==> config.mk <==
export PLATFORM = sky130hd
export DESIGN_NAME = cpu_exec_ctrl_flat
export DESIGN_NICKNAME = d
export VERILOG_FILES = /design/src/rtl/cpu_exec_ctrl_if.sv /design/src/rtl/cpu_exec_ctrl.sv /design/src/flat_wrapper.sv
export SDC_FILE = /design/constraint.sdc
export NUM_CORES = 1
export LEC_CHECK = 0
export BUFFER_PORTS_ARGS = -buffer_cell sky130_fd_sc_hd__buf_2
export CAP_MARGIN = 20
export CORE_UTILIZATION = 60
export CTS_CLUSTER_DIAMETER = 120
export DETAILED_ROUTE_END_ITERATION = 7
export GPL_TIMING_DRIVEN = 0
export PLACE_DENSITY = 0.84
export SETUP_SLACK_MARGIN = 0.05
export SYNTH_ARGS = -nofsm -noshare
export SYNTH_HDL_FRONTEND = slang
export SYNTH_SLANG_ARGS = --single-unit
export TNS_END_PERCENT = 10
==> constraint.sdc <==
create_clock -name clk -period 4.5 [get_ports clk]
set_clock_uncertainty 0.2 [all_clocks]
set_input_delay 0.225 -clock clk [delete_from_list [all_inputs] [get_ports clk]]
set_output_delay 0.225 -clock clk [all_outputs]
set_load 0.005 [all_outputs]
==> src/rtl/cpu_exec_ctrl_if.sv <==
// rtl/cpu_exec_ctrl_if.sv - instruction memory write port between the command sequencer and IMEM
interface cpu_exec_ctrl_if #(
  parameter int NB_INSTRUCTION  = 32,
  parameter int IMEM_ADDR_WIDTH = 8
);
  logic [NB_INSTRUCTION-1:0]  o_imem_data;
  logic [IMEM_ADDR_WIDTH-1:0] o_imem_waddr;
  logic [1:0]                 o_imem_wsize;
  logic                       o_imem_wen;

  modport master (
    output o_imem_data,
    output o_imem_waddr,
    output o_imem_wsize,
    output o_imem_wen
  );

  modport slave (
    input o_imem_data,
    input o_imem_waddr,
    input o_imem_wsize,
    input o_imem_wen
  );
endinterface

==> src/rtl/cpu_exec_ctrl.sv <==
// rtl/cpu_exec_ctrl.sv - host command sequencer: IMEM loader, run/step/halt control of the core
module cpu_exec_ctrl #(
  parameter int NB_INSTRUCTION  = 32,
  parameter int IMEM_ADDR_WIDTH = 8,
  parameter int NB_UART_DATA    = 8
) (
  input  logic                    clk,
  input  logic                    i_rst,
  input  logic [NB_UART_DATA-1:0] i_rx_data,
  input  logic                    i_rx_done,
  input  logic                    i_halt,
  cpu_exec_ctrl_if.master         imem,
  output logic                    o_cpu_en,
  output logic                    o_load_done,
  output logic                    o_err,
  output logic                    o_busy
);

  localparam int WPB   = NB_INSTRUCTION / 8;
  localparam int CNT_W = $clog2(WPB + 1);

  localparam logic [NB_UART_DATA-1:0] CMD_L = NB_UART_DATA'(8'h4C);
  localparam logic [NB_UART_DATA-1:0] CMD_R = NB_UART_DATA'(8'h52);
  localparam logic [NB_UART_DATA-1:0] CMD_S = NB_UART_DATA'(8'h53);
  localparam logic [NB_UART_DATA-1:0] CMD_H = NB_UART_DATA'(8'h48);

  typedef enum logic [1:0] {IDLE, LEN, DATA, RUN} state_t;

  state_t                    state;
  logic [NB_UART_DATA-1:0]   n_words;
  logic [NB_UART_DATA-1:0]   word_idx;
  logic [CNT_W-1:0]          byte_cnt;
  logic [NB_INSTRUCTION-1:0] buffer;
  logic                      finishing;
  logic [NB_INSTRUCTION-1:0] shifted;

  // New byte enters at the top; after WPB bytes the first one sits in bits [7:0].
  assign shifted = (NB_INSTRUCTION'(i_rx_data) << (NB_INSTRUCTION - NB_UART_DATA))
                 | (buffer >> NB_UART_DATA);

  assign imem.o_imem_wsize = 2'b10;

  always_ff @(posedge clk) begin
    if (i_rst) begin
      state             <= IDLE;
      n_words           <= '0;
      word_idx          <= '0;
      byte_cnt          <= '0;
      buffer            <= '0;
      finishing         <= 1'b0;
      imem.o_imem_data  <= '0;
      imem.o_imem_waddr <= '0;
      imem.o_imem_wen   <= 1'b0;
      o_cpu_en          <= 1'b0;
      o_load_done       <= 1'b0;
      o_err             <= 1'b0;
      o_busy            <= 1'b0;
    end else begin
      imem.o_imem_wen <= 1'b0;
      o_load_done     <= 1'b0;
      o_err           <= 1'b0;
      o_cpu_en        <= 1'b0;

      case (state)
        IDLE: begin
          if (i_rx_done) begin
            case (i_rx_data)
              CMD_L: begin
                state  <= LEN;
                o_busy <= 1'b1;
              end
              CMD_R: begin
                state    <= RUN;
                o_busy   <= 1'b1;
                o_cpu_en <= 1'b1;
              end
              CMD_S:   o_cpu_en <= 1'b1;
              CMD_H:   ;
              default: o_err <= 1'b1;
            endcase
          end
        end

        LEN: begin
          if (i_rx_done) begin
            n_words  <= i_rx_data;
            word_idx <= '0;
            byte_cnt <= '0;
            buffer   <= '0;
            if (i_rx_data == '0) begin
              state       <= IDLE;
              o_busy      <= 1'b0;
              o_load_done <= 1'b1;
            end else begin
              state <= DATA;
            end
          end
        end

        DATA: begin
          // The last word's write cycle only closes the load; bytes are not consumed then.
          if (finishing) begin
            finishing   <= 1'b0;
            state       <= IDLE;
            o_busy      <= 1'b0;
            o_load_done <= 1'b1;
          end else if (i_rx_done) begin
            buffer <= shifted;
            if (byte_cnt == CNT_W'(WPB - 1)) begin
              imem.o_imem_data  <= shifted;
              imem.o_imem_waddr <= IMEM_ADDR_WIDTH'({word_idx, 2'b00});
              imem.o_imem_wen   <= 1'b1;
              word_idx          <= word_idx + NB_UART_DATA'(1);
              byte_cnt          <= '0;
              finishing         <= ((word_idx + NB_UART_DATA'(1)) == n_words);
            end else begin
              byte_cnt <= byte_cnt + CNT_W'(1);
            end
          end
        end

        RUN: begin
          if (i_halt || (i_rx_done && i_rx_data == CMD_H)) begin
            state  <= IDLE;
            o_busy <= 1'b0;
          end else begin
            o_cpu_en <= 1'b1;
          end
          if (i_rx_done && i_rx_data != CMD_H) begin
            o_err <= 1'b1;
          end
        end

        default: begin
          state  <= IDLE;
          o_busy <= 1'b0;
        end
      endcase
    end
  end

endmodule
==> src/flat_wrapper.sv <==
// flat-port wrapper written by rule: the top's interface ports become plain ports
module cpu_exec_ctrl_flat 
#(
  parameter int NB_INSTRUCTION  = 32,
  parameter int IMEM_ADDR_WIDTH = 8,
  parameter int NB_UART_DATA    = 8
)
  (clk, i_rst, i_rx_data, i_rx_done, i_halt, o_cpu_en, o_load_done, o_err, o_busy, imem_o_imem_data, imem_o_imem_waddr, imem_o_imem_wsize, imem_o_imem_wen);
  cpu_exec_ctrl_if #(.NB_INSTRUCTION(NB_INSTRUCTION), .IMEM_ADDR_WIDTH(IMEM_ADDR_WIDTH)) imem_i ();
  input  logic clk;
  input  logic i_rst;
  input  logic [NB_UART_DATA-1:0] i_rx_data;
  input  logic i_rx_done;
  input  logic i_halt;
  output logic o_cpu_en;
  output logic o_load_done;
  output logic o_err;
  output logic o_busy;
  output wire logic [$bits(imem_i.o_imem_data)-1:0] imem_o_imem_data;
  output wire logic [$bits(imem_i.o_imem_waddr)-1:0] imem_o_imem_waddr;
  output wire logic [$bits(imem_i.o_imem_wsize)-1:0] imem_o_imem_wsize;
  output wire logic [$bits(imem_i.o_imem_wen)-1:0] imem_o_imem_wen;
  assign imem_o_imem_data = imem_i.o_imem_data;
  assign imem_o_imem_waddr = imem_i.o_imem_waddr;
  assign imem_o_imem_wsize = imem_i.o_imem_wsize;
  assign imem_o_imem_wen = imem_i.o_imem_wen;
  cpu_exec_ctrl #(.NB_INSTRUCTION(NB_INSTRUCTION), .IMEM_ADDR_WIDTH(IMEM_ADDR_WIDTH), .NB_UART_DATA(NB_UART_DATA)) u_core (.clk(clk), .i_rst(i_rst), .i_rx_data(i_rx_data), .i_rx_done(i_rx_done), .i_halt(i_halt), .imem(imem_i), .o_cpu_en(o_cpu_en), .o_load_done(o_load_done), .o_err(o_err), .o_busy(o_busy));
endmodule
==> impl_results.md, run 1 <==
* EDFF count, synth at 0
* Async set-reset flop share out of synthesis at 0
* Vias in the first global route at 2939
* Dominant synthesized flop cell: dfxtp_1
* Initial antenna violation count at 0
* Die X at 79.8 µm
* RSZ-0062 raised after global routing: false
* Max-cap violation count at 0
* Nature of the critical path endpoint: flip-flop
* Site Rows at 27
* CTS tree: built
* Rel. slew slack at 0.466
* R2R cell count at 9
* Largest net degree at the start of global routing at 17
* Commonest cells after routing, fill and taps aside: nand2_1 (98), dfxtp_1 (89), a21oi_1 (59)
* Nets at 534
* Setup TNS at 0 ns
* CP Class: reg -> reg
* Vias at 3349
* Clk sinks at 89
* P_int at 1.01 mW
* Fin crit period at 2.79 ns
* Pre-CTS setup slack at 1.78 ns
* Clk network pwr share at 0.374
* DR WL/cell at 14.6 µm
* Sequential fraction of the synthesis area at 0.491
* I/O pins at 59
* Post-CTS Hold Fix Bufs at 8
* Pwr/cell area at 317 mW/mm²
* Worst vdd ir at 0.255 mV
* Synth top area share at 0.491
* Switching Fraction at 0.246
* Die height at 79.8 µm
* Synthesis Warnings at 0
* Synth area leaders: dfxtp_1 (49%), nand2_1 (10%), a21oi_1 (8.1%)
* Layout cells sized above 1 at 0.154
* Min-Delay Startpoint: i_rx_done
* RePlAce Congestion at 0.854
* Die area at 0.00637 mm²
* Vias per Instance at 5.65
* Critical path fanouts, max at 10
* Root buffer cell: clkbuf_8
* Starting Density at 0.640
* Max Buffers Root-to-Sink at 2
* Synth Area per Inst at 8.20 µm²
* Core ar. at 0.00568 mm²
* Worst-Margin Slew at 0.796 ns
* CTS Buf Count at 9
* Crit path cell chain: inv_1 > ha_1 > and3b_1 > buf_2 > nor3b_1 > clkbuf_1 > clkbuf_1 > nand2_1 > a21oi_1
* R2R Path End: u_core.imem.o_imem_data[17]
* First-pass GRT wire length at 14.2 mm
* Register-to-register setup slack at 1.71 ns
* Fin. Hold Viols at 0
* Initial DRT Pass Iterations at 6
* Worst path slowest cell: clkbuf_1
* Post-route ant nets at 0
* Reg power frac at 0.587
* Count of final max-slew check failures at 0
* Post-synthesis cell area at 0.00363 mm²
* Area growth syn-to-layout at 17.0%
* Leakage power at 1.62 nW
* # H-tree levels at 3
* Synth Instances at 443
* Commonest non-fill, non-tap cell in the layout: nand2_1
* Skew-Pair Late Insertion Delay at 0.36 ns
* Residual DRC count at 0
* Drt total wl at 8.64 mm
* CP Launch Type: flip-flop
* Post-synthesis register bit count at 89
* Synth cell types at 43
* Critical Path AT at 2.87 ns
* Status: completed
* Hold Crit Endpoint: u_core.o_cpu_en
* Comb pwr share at 0.039
* Most common cell on crit path: clkbuf_1
* Total global routing overflow at 0
* # setup viols final at 0
* Final HPWL DP at 6.03 mm
* Clock transition at path regs at 0.09 ns
* Crit share post-route at 0.619
* Synth area leader: dfxtp_1
* Peak Freq at 359 MHz
* Switching pwr at 0.331 mW
* Post-cts repair resize count at 0
* Input/output buffers at 52
* N_diodes at 0
* Critical Path RT at 4.58 ns
* Final worst setup slack at 1.71 ns
* All-Layer GR Usage at 0.293
* Tightest Hold Check Type: in -> reg
* Postcts setup bufs at 0
* CP peak stage delay at 0.42 ns
* WHS Path Cells at 4
* FF-to-FF Start: u_core.state[0]
* First DRT Iteration DRCs at 201
==> area by class of cell <==
type	count	area, µm²
well taps	72	90.1
flip-flops and latches	89	1780
inverters	7	26.3
plain buffers	32	138
repair buffers	60	340
clock buffers	10	128
multi-input cells	317	1690
fillers	459	1430
clock inverters	6	51.3
==> Yosys cell counts (2+ instances only) <==
cell / instances
inv_1: 7
conb_1: 2
nand4_1: 2
nor4bb_1: 2
a21oi_1: 59
xnor2_1: 7
or3_1: 5
dfxtp_1: 89
buf_2: 2
clkbuf_1: 26
nor2b_1: 6
and3_1: 2
nand2_1: 98
a31oi_1: 2
nor3_1: 6
and2_1: 3
xor2_1: 5
or2_2: 2
a22oi_1: 25
ha_1: 6
buf_4: 4
nor3b_1: 3
o21ai_0: 13
nand3_1: 14
nor2_1: 35
==> sequential cells by signal, summed over array words and instances (netlist names) <==
name / count
u_core.imem.o_imem_data: 32
u_core.o_err: 1
u_core.imem.o_imem_waddr: 6
u_core.o_cpu_en: 1
u_core.state: 2
u_core.byte_cnt: 3
u_core.word_idx: 8
u_core.imem.o_imem_wen: 1
u_core.finishing: 1
u_core.buffer: 24
u_core.o_busy: 1
u_core.o_load_done: 1
u_core.n_words: 8
==> stage by stage <==
stage                     power (mW)  instances  utilization  hold slack [ns]  area (µm²)
after floorplan                0.834        445            -            0.161        3640
after global placement         0.853        569        0.703            0.239        3990
after detailed placement       0.854        569        0.703            0.243        3990
after CTS                       1.35        593        0.748            0.176        4250
after global routing            1.39        593        0.748            0.198        4250
final                           1.34        593        0.748            0.182        4250
==> logic make-up (layout without fill, tap and decap cells) <==
group                    count (synthesis)  count (layout)  synth area share
XOR/XNOR                                12              12            0.0289
AO/OA/AOI/OAI                          108             108             0.180
flip-flops                              89              89             0.491
other                                    2               4           0.00207
AND/OR/NAND/NOR                        187             187             0.232
buffers and inverters                   39             115            0.0451
adder cells (fa/ha/maj)                  6               6            0.0207
==> power groups by stage <==
| stage | clock network [mW] | logic (mW) | registers (mW) |
|---|---|---|---|
| after floorplan | 0 | 0.0267 | 0.807 |
| after CTS | 0.508 | 0.0517 | 0.789 |
| after global placement | 0 | 0.0457 | 0.807 |
| after global routing | 0.546 | 0.0568 | 0.789 |
| final | 0.503 | 0.0528 | 0.789 |
| after detailed placement | 0 | 0.0462 | 0.807 |
==> critical path, delay by kind of cell, from the launching register on <==
family	cells	cell delay, ns
flops	1	0.36
compound gates	1	0.17
simple gates	3	0.58
buf+inv	4	1.08
fa+ha+maj	1	0.31
==> worst max-delay path by stage <==
stage                               start                          end  slack, ns  cells past startpoint
after CTS                 u_core.state[0]  u_core.imem.o_imem_data[17]       1.73                      9
after global placement    u_core.state[0]  u_core.imem.o_imem_data[22]       1.81                      9
after floorplan           u_core.state[0]  u_core.imem.o_imem_waddr[2]       2.33                      9
after global routing      u_core.state[1]  u_core.imem.o_imem_data[28]       1.51                      8
after detailed placement  u_core.state[0]  u_core.imem.o_imem_data[22]       1.78                      9
final                     u_core.state[0]  u_core.imem.o_imem_data[17]       1.71                      9
==> per-layer routing <==
metal,share of wire,GRT usage,up-vias
met2,0.46,0.465,135
met3,0.065,0.0469,18
met4,0.019,0.109,0
met5,0,0,-
met1,0.46,0.400,1553
li1,-,-,1643
(Power assumes the default switching activity.)
==> run 2, diff against run 1 <==
- ABC_AREA: not set -> 1
- CORE_UTILIZATION: 60 -> 50
- PLACE_DENSITY: 0.84 -> 0.75
- clock period: 4.5 -> 2.3 ns (I/O delays scaled with it)
==> run 2 against run 1 <==
The flow now finishes with violations (DRC). Clock power grew 110%. Sequential share of layout area decreased by 1.6 points. Cell area grew 3.9%. Global-route usage is 5.0 points lower. Combinational power is 110% higher. Sequential power grew 95%. Critical endpoint is now u_core.word_idx[3]. Largest cell class unchanged.
==> impl_results.md, run 2 <==
* Failing checks: DRC
* Synthesis Warnings at 0 (unchanged)
* Postcts setup bufs at 0 (unchanged)
* Vias at 3547 (+5.9%)
* Dominant synthesized flop cell: dfxtp_1
* Bufs and invs on worst path at 2 (-2)
* All-Layer GR Usage at 0.242 (-0.0504)
* Worst-Margin Slew at 0.556 ns (-0.240 ns)
* Post-cts repair resize count at 0 (unchanged)
* Fin. Hold Viols at 0 (unchanged)
* Number of fill cells at 679 (+48%)
* Setup TNS at 0 ns (unchanged)
* CP Class: reg -> reg
* Synth area leader: dfxtp_1
* Total global routing overflow at 0 (unchanged)
* Skew-Pair Late Insertion Delay at 0.35 ns (about the same)
* Largest net degree at the start of global routing at 16 (-1)
* Leakage power at 1.93 nW (+19%)
* RePlAce Congestion at 0.899 (+5.3%)
* Rel. slew slack at 0.629 (+0.164)
* Synth Instances at 505 (+14%)
* Critical Path AT at 2.11 ns (-0.76 ns)
* First DRT Iteration DRCs at 255 (+27%)
* Pwr/cell area at 616 mW/mm² (+95%)
* Synth Area per Inst at 7.36 µm² (-10%)
* Synth area leaders: dfxtp_1 (48%), nand2_1 (14%), nand3_1 (7.4%)
* Crit share post-route at 0.881 (+0.262)
* Die X at 88.2 µm (+11%)
* Nature of the critical path endpoint: flip-flop
* Synth cell types at 29 (-33%)
* Biggest register: u_core.imem.o_imem_data
* Site Rows at 31 (+15%)
* Sequential fraction of the synthesis area at 0.479 (-0.0114)
* First-pass GRT wire length at 14.4 mm (+1.3%)
* Final Total Pwr at 2.72 mW (+100%)
* Final HPWL DP at 6.42 mm (+6.5%)
* Critical Path RT at 2.38 ns (-2.20 ns)
* CP peak stage delay at 0.39 ns (-0.03 ns)
* DR WL/cell at 12.9 µm (-11%)
* Count of final max-slew check failures at 0 (unchanged)
* Register-to-register setup slack at 0.27 ns (-1.44 ns)
* Tightest Hold Check Type: reg -> reg
* R2R Path End: u_core.word_idx[3]
* Die area at 0.00778 mm² (+22%)
* Largest registers: u_core.imem.o_imem_data (32), u_core.buffer (24)
* Residual DRC count at 2 (+2)
* Most common cell on crit path: inv_1
* I/O pins at 59 (unchanged)
* R2R cell count at 8 (-1)
* CTS tree: built
* Initial antenna violation count at 0 (unchanged)
* Status: complete, but fails checks
* # setup viols final at 0 (unchanged)
* Hold Crit Endpoint: u_core.byte_cnt[2]
* Max-cap violation count at 0 (unchanged)
* Synth top area share at 0.479 (-0.0114)
* Max reg flops at 32 (unchanged)
* RSZ-0062 raised after global routing: false
* Worst path slowest cell: dfxtp_1
* Crit path cell chain: inv_1 > ha_1 > inv_1 > a21oi_2 > o2111ai_4 > nor2_4 > nand3_1 > a21oi_1
* Final worst setup slack at 0.274 ns (-1.44 ns)
* Post-synthesis register bit count at 89 (unchanged)
* Input/output buffers at 53 (+1.9%)
* Initial DRT Pass Iterations at 6 (unchanged)
* Peak Freq at 494 MHz (+38%)
* Critical path fanouts, max at 9 (-1)
* CP Launch Type: flip-flop
* Post-CTS Hold Fix Bufs at 11 (+3)
* Nets at 600 (+12%)
* Cell family with most CP delay: compound AO/OA/AOI/OAI gates
* FF-to-FF Start: u_core.state[0]
* Worst vdd ir at 0.387 mV (+52%)
* N_diodes at 0 (unchanged)
* Post-synthesis cell area at 0.00372 mm² (+2.4%)
* Async set-reset flop share out of synthesis at 0 (unchanged)
* Hold_ws at 0.259 ns (+0.0762 ns)
* Fin crit period at 2.03 ns (-0.760 ns)
* Drt total wl at 8.84 mm (+2.3%)
* Clk sinks at 89 (unchanged)
* Most frequent cell after synthesis: nand2_1
* Starting Density at 0.515 (-0.125)
* CTS Buf Count at 9 (unchanged)
* Clock transition at path regs at 0.09 ns (about the same)
* Vias per Instance at 5.18 (-8.3%)
* Layout cells sized above 1 at 0.155 (+0.00174)
* Post-route ant nets at 0 (unchanged)
* Root buffer cell: clkbuf_8
* Synth top cells by count: nand2_1 (139), dfxtp_1 (89), nand3_1 (55)
* Pre-CTS setup slack at 0.306 ns (-1.47 ns)
* Commonest non-fill, non-tap cell in the layout: nand2_1
* Commonest cells after routing, fill and taps aside: nand2_1 (139), dfxtp_1 (89), buf_2 (57)
* Core ar. at 0.00721 mm² (+27%)
* Min-Delay Startpoint: u_core.byte_cnt[2]
* Area growth syn-to-layout at 18.8%
* Die height at 88.2 µm (+11%)
* WHS Path Cells at 2 (-2)
* # H-tree levels at 3 (unchanged)
* Vias in the first global route at 3140 (+6.8%)
* EDFF count, synth at 0 (unchanged)
* Max Buffers Root-to-Sink at 2 (unchanged)
run 2: worst max-delay path by stage:
stage | startpoint | to | slack (ns) | cells after the start
after floorplan | u_core.state[0] | u_core.buffer[16] | 0.57 | 9
after global placement | u_core.state[0] | u_core.imem.o_imem_data[15] | 0.35 | 8
after detailed placement | u_core.state[0] | u_core.imem.o_imem_data[19] | 0.31 | 8
after CTS | u_core.state[0] | u_core.word_idx[3] | 0.29 | 8
after global routing | u_core.state[1] | u_core.word_idx[3] | 0.09 | 8
final | u_core.state[0] | u_core.word_idx[3] | 0.27 | 8
run 2: logic make-up (layout without fill, tap and decap cells):
logic type / after synthesis / in the layout / synth area share
flip-flops: 89 / 89 / 0.479
adder cells (fa/ha/maj): 6 / 6 / 0.0202
XOR/XNOR: 1 / 1 / 0.00236
AO/OA/AOI/OAI: 90 / 90 / 0.129
buffers and inverters: 66 / 145 / 0.0774
AND/OR/NAND/NOR: 251 / 251 / 0.290
other: 2 / 4 / 0.00202
run 2: routing by layer:
| metal | routed length, µm | vias to the layer above | GRT usage |
|---|---|---|---|
| met5 | 0 | - | 0 |
| met1 | 4320 | 1669 | 0.325 |
| li1 | - | 1783 | - |
| met2 | 4080 | 85 | 0.394 |
| met4 | 113 | 0 | 0.109 |
| met3 | 328 | 10 | 0.0271 |
run 2: where the power goes:
part	leakage (nW)	switching [mW]	internal, mW
Sequential	0.717	0.00100	1.54
Clock	0.0917	0.567	0.500
Combinational	1.12	0.0711	0.0393
run 2: layout make-up:
cell class,count,area (µm²),area share
well taps,99,124,0.0281
repair buffers,64,375,0.0850
plain buffers,23,125,0.0283
multi-input cells,352,1660,0.375
clock inverters,6,67.6,0.0153
flip-flops and latches,89,1780,0.404
clock buffers,9,124,0.0281
inverters,43,163,0.0368
run 2: metrics by stage:
step,utilization,cells,cell area [µm²]
2_1_floorplan,-,507,3720
5_1_grt,0.612,685,4420
3_3_place_gp,0.570,659,4110
3_5_place_dp,0.570,659,4110
4_1_cts,0.612,685,4420
6_report,0.612,685,4420
run 2: worst min-delay path, cell delays in order (launching register included):
cell     delay [ns]
dfxtp_1        0.32
nand3_1        0.07
inv_1          0.04
==> run 3, diff against run 2 <==
- ABC_CLOCK_PERIOD_IN_PS: not set -> 2100
- CORE_UTILIZATION: 50 -> 56
- PLACE_DENSITY: 0.75 -> 0.79
- clock period: 2.3 -> 2.1 ns (I/O delays scaled with it)
==> run 3 against run 2 <==
The flow now finishes without violations. Count of clock-buffer cells in the layout grew 1. Non-clock buffer count grew 1. Combinational power grew 11%. Sequential share of layout area grew 0.21 points. Worst setup slack lost 0.11 ns. Cell area shrank 0.51%. Total power grew 6.7%. First-iteration DRC count grew 19%. Register-to-register slack lost 0.11 ns. Global-route usage grew 1.2 points. Fmax grew 4.8%. Worst hold slack gained 0.0040 ns. Critical endpoint is now u_core.buffer[20]. Highest routed layer unchanged.
==> impl_results.md, run 3 (synthesized netlist as in run 2, its figures left out) <==
* Worst-Margin Slew at 0.573 ns (+0.0176 ns)
* Vias per Instance at 5.34 (+3.1%)
* Commonest non-fill, non-tap cell in the layout: nand2_1
* GR peak layer: met2
* Initial DRT Pass Iterations at 5 (-1)
* Max Buffers Root-to-Sink at 2 (unchanged)
* Layout Utilization at 0.688 (+0.0759)
* R2R Path End: u_core.buffer[20]
* Number of fill cells at 560 (-18%)
* Rel. slew slack at 0.618 (-0.0118)
* Fin. Hold Viols at 0 (unchanged)
* Layout cells sized above 1 at 0.165 (+0.00968)
* Final worst setup slack at 0.166 ns (-0.108 ns)
* Critical Path AT at 1.96 ns (-0.15 ns)
* Die area at 0.00697 mm² (-10%)
* Core ar. at 0.00639 mm² (-11%)
* Root buffer cell: clkbuf_8
* Nature of the critical path endpoint: flip-flop
* Initial antenna violation count at 0 (unchanged)
* Crit share post-route at 0.921 (+0.0400)
* Drt total wl at 8.66 mm (-2.0%)
* Biggest register: u_core.imem.o_imem_data
* Nets at 601 (+0.17%)
* Total global routing overflow at 0 (unchanged)
* Pwr/cell area at 660 mW/mm² (+7.2%)
* Leakage power at 1.93 nW (about the same)
* RePlAce Congestion at 0.896 (-0.38%)
* Die X at 83.5 µm (-5.4%)
* Site Rows at 29 (-6.5%)
* Met2 Track Usage GR at 0.405 (+0.0109)
* Hold Crit Endpoint: u_core.byte_cnt[2]
* Comb pwr share at 0.042 (about the same)
* Switching Fraction at 0.249 (+0.0142)
* Count of final max-slew check failures at 0 (unchanged)
* Switching pwr at 0.722 mW (+13%)
* # setup viols final at 0 (unchanged)
* Register-to-register setup slack at 0.17 ns (-0.11 ns)
* Tightest Hold Check Type: reg -> reg
* FF-to-FF Start: u_core.state[0]
* Largest net degree at the start of global routing at 17 (+1)
* P_int at 2.18 mW (+4.7%)
* WHS Path Cells at 2 (unchanged)
* N_diodes at 0 (unchanged)
* Max reg flops at 32 (unchanged)
* Clock transition at path regs at 0.09 ns (about the same)
* CP Class: reg -> reg
* Clk sinks at 89 (unchanged)
* DR WL/cell at 13.0 µm (+0.96%)
* R2R cell count at 9 (+1)
* Skew-Pair Late Insertion Delay at 0.36 ns (about the same)
* GRT met1 Usage at 0.346 (+0.0206)
* Area growth syn-to-layout at 18.2%
* Largest registers: u_core.imem.o_imem_data (32), u_core.buffer (24)
* Peak Freq at 517 MHz (+4.8%)
* All-Layer GR Usage at 0.255 (+0.0124)
* First-pass GRT wire length at 14.3 mm (-1.1%)
* Max-cap violation count at 0 (unchanged)
* Commonest cells after routing, fill and taps aside: nand2_1 (137), dfxtp_1 (89), buf_2 (57)
* Post-route ant nets at 0 (unchanged)
* Critical path fanouts, max at 10 (+1)
* CP Launch Type: flip-flop
* Clk network pwr share at 0.376 (-0.016)
* CTS Buf Count at 9 (unchanged)
* Fin crit period at 1.93 ns (-0.0922 ns)
* Pre-CTS setup slack at 0.0682 ns (-0.237 ns)
* # H-tree levels at 3 (unchanged)
* Reg power frac at 0.582 (+0.015)
* Grt met3 use at 0.0445 (+0.0175)
* Residual DRC count at 0 (-2)
* Vias at 3551 (+0.11%)
* CTS tree: built
* Critical Path RT at 2.13 ns (-0.25 ns)
* First DRT Iteration DRCs at 304 (+19%)
* Status: completed
* Min-Delay Startpoint: u_core.byte_cnt[2]
* Die height at 83.5 µm (-5.4%)
* Starting Density at 0.582 (+0.0668)
* Input/output buffers at 53 (unchanged)
* Worst vdd ir at 0.431 mV (+11%)
* Vias in the first global route at 3141 (+0.032%)
* Setup TNS at 0 ns (unchanged)
* RSZ-0062 raised after global routing: true
* Final HPWL DP at 6.29 mm (-2.1%)
* I/O pins at 59 (unchanged)
[run 3: through the flow]
step | total power, mW | hold WS [ns] | instance area [µm²] | instances
6_report | 2.90 | 0.263 | 4390 | 665
5_1_grt | 2.99 | 0.273 | 4390 | 665
4_1_cts | 2.90 | 0.261 | 4380 | 664
3_5_place_dp | 1.83 | 0.191 | 4090 | 637
3_3_place_gp | 1.83 | 0.189 | 4090 | 637
2_1_floorplan | 1.79 | 0.00813 | 3720 | 507
[run 3: final cells by class]
cell class / count / area, µm² / share of cell area
buffer: 23 / 128 / 0.0291
clock buffer: 10 / 128 / 0.0291
clock inverter: 6 / 51.3 / 0.0117
inverter: 43 / 163 / 0.0370
multi-input combinational: 352 / 1660 / 0.379
sequential: 89 / 1780 / 0.406
tap: 77 / 96.3 / 0.0219
timing repair buffer: 65 / 383 / 0.0872
[run 3: repair_timing]
action | CTS | global route
endpoints found under the hold margin | 37 | 0
hold buffers | 11 | 0
endpoints found under the setup margin | 0 | 54
gates resized for setup | 0 | 6
setup buffers | 0 | 1
[run 3: per-layer routing]
metal	vias to the layer above	routed length, µm
met5	-	0
met4	0	165
met3	19	555
met2	133	3850
met1	1616	4100
li1	1783	-
[run 3: how the worst max path moves through the flow]
stage                     slack [ns]       startpoint  depth (start not counted)                         end
final                           0.17  u_core.state[0]                          9           u_core.buffer[20]
after global placement          0.15  u_core.state[0]                          8          u_core.word_idx[3]
after CTS                       0.06  u_core.state[0]                          9           u_core.buffer[20]
after global routing            0.04  u_core.state[0]                          8  u_core.imem.o_imem_data[2]
after floorplan                 0.37  u_core.state[0]                          9           u_core.buffer[16]
after detailed placement        0.07  u_core.state[0]                          8          u_core.word_idx[7]
[run 3: power by group through the flow]
stage | Combinational [mW] | Clock, mW | Sequential, mW
after detailed placement | 0.102 | 0 | 1.73
after CTS | 0.118 | 1.10 | 1.69
after floorplan | 0.0607 | 0 | 1.73
final | 0.122 | 1.09 | 1.69
after global placement | 0.102 | 0 | 1.73
after global routing | 0.134 | 1.17 | 1.69
[run 3: worst max-delay path, stage by stage (launching register included)]
cell,delay (ns)
dfxtp_1,0.39
inv_1,0.08
ha_2,0.23
nand2_2,0.13
inv_1,0.06
a21oi_1,0.21
inv_2,0.14
buf_2,0.21
nand2_1,0.09
a21oi_1,0.06
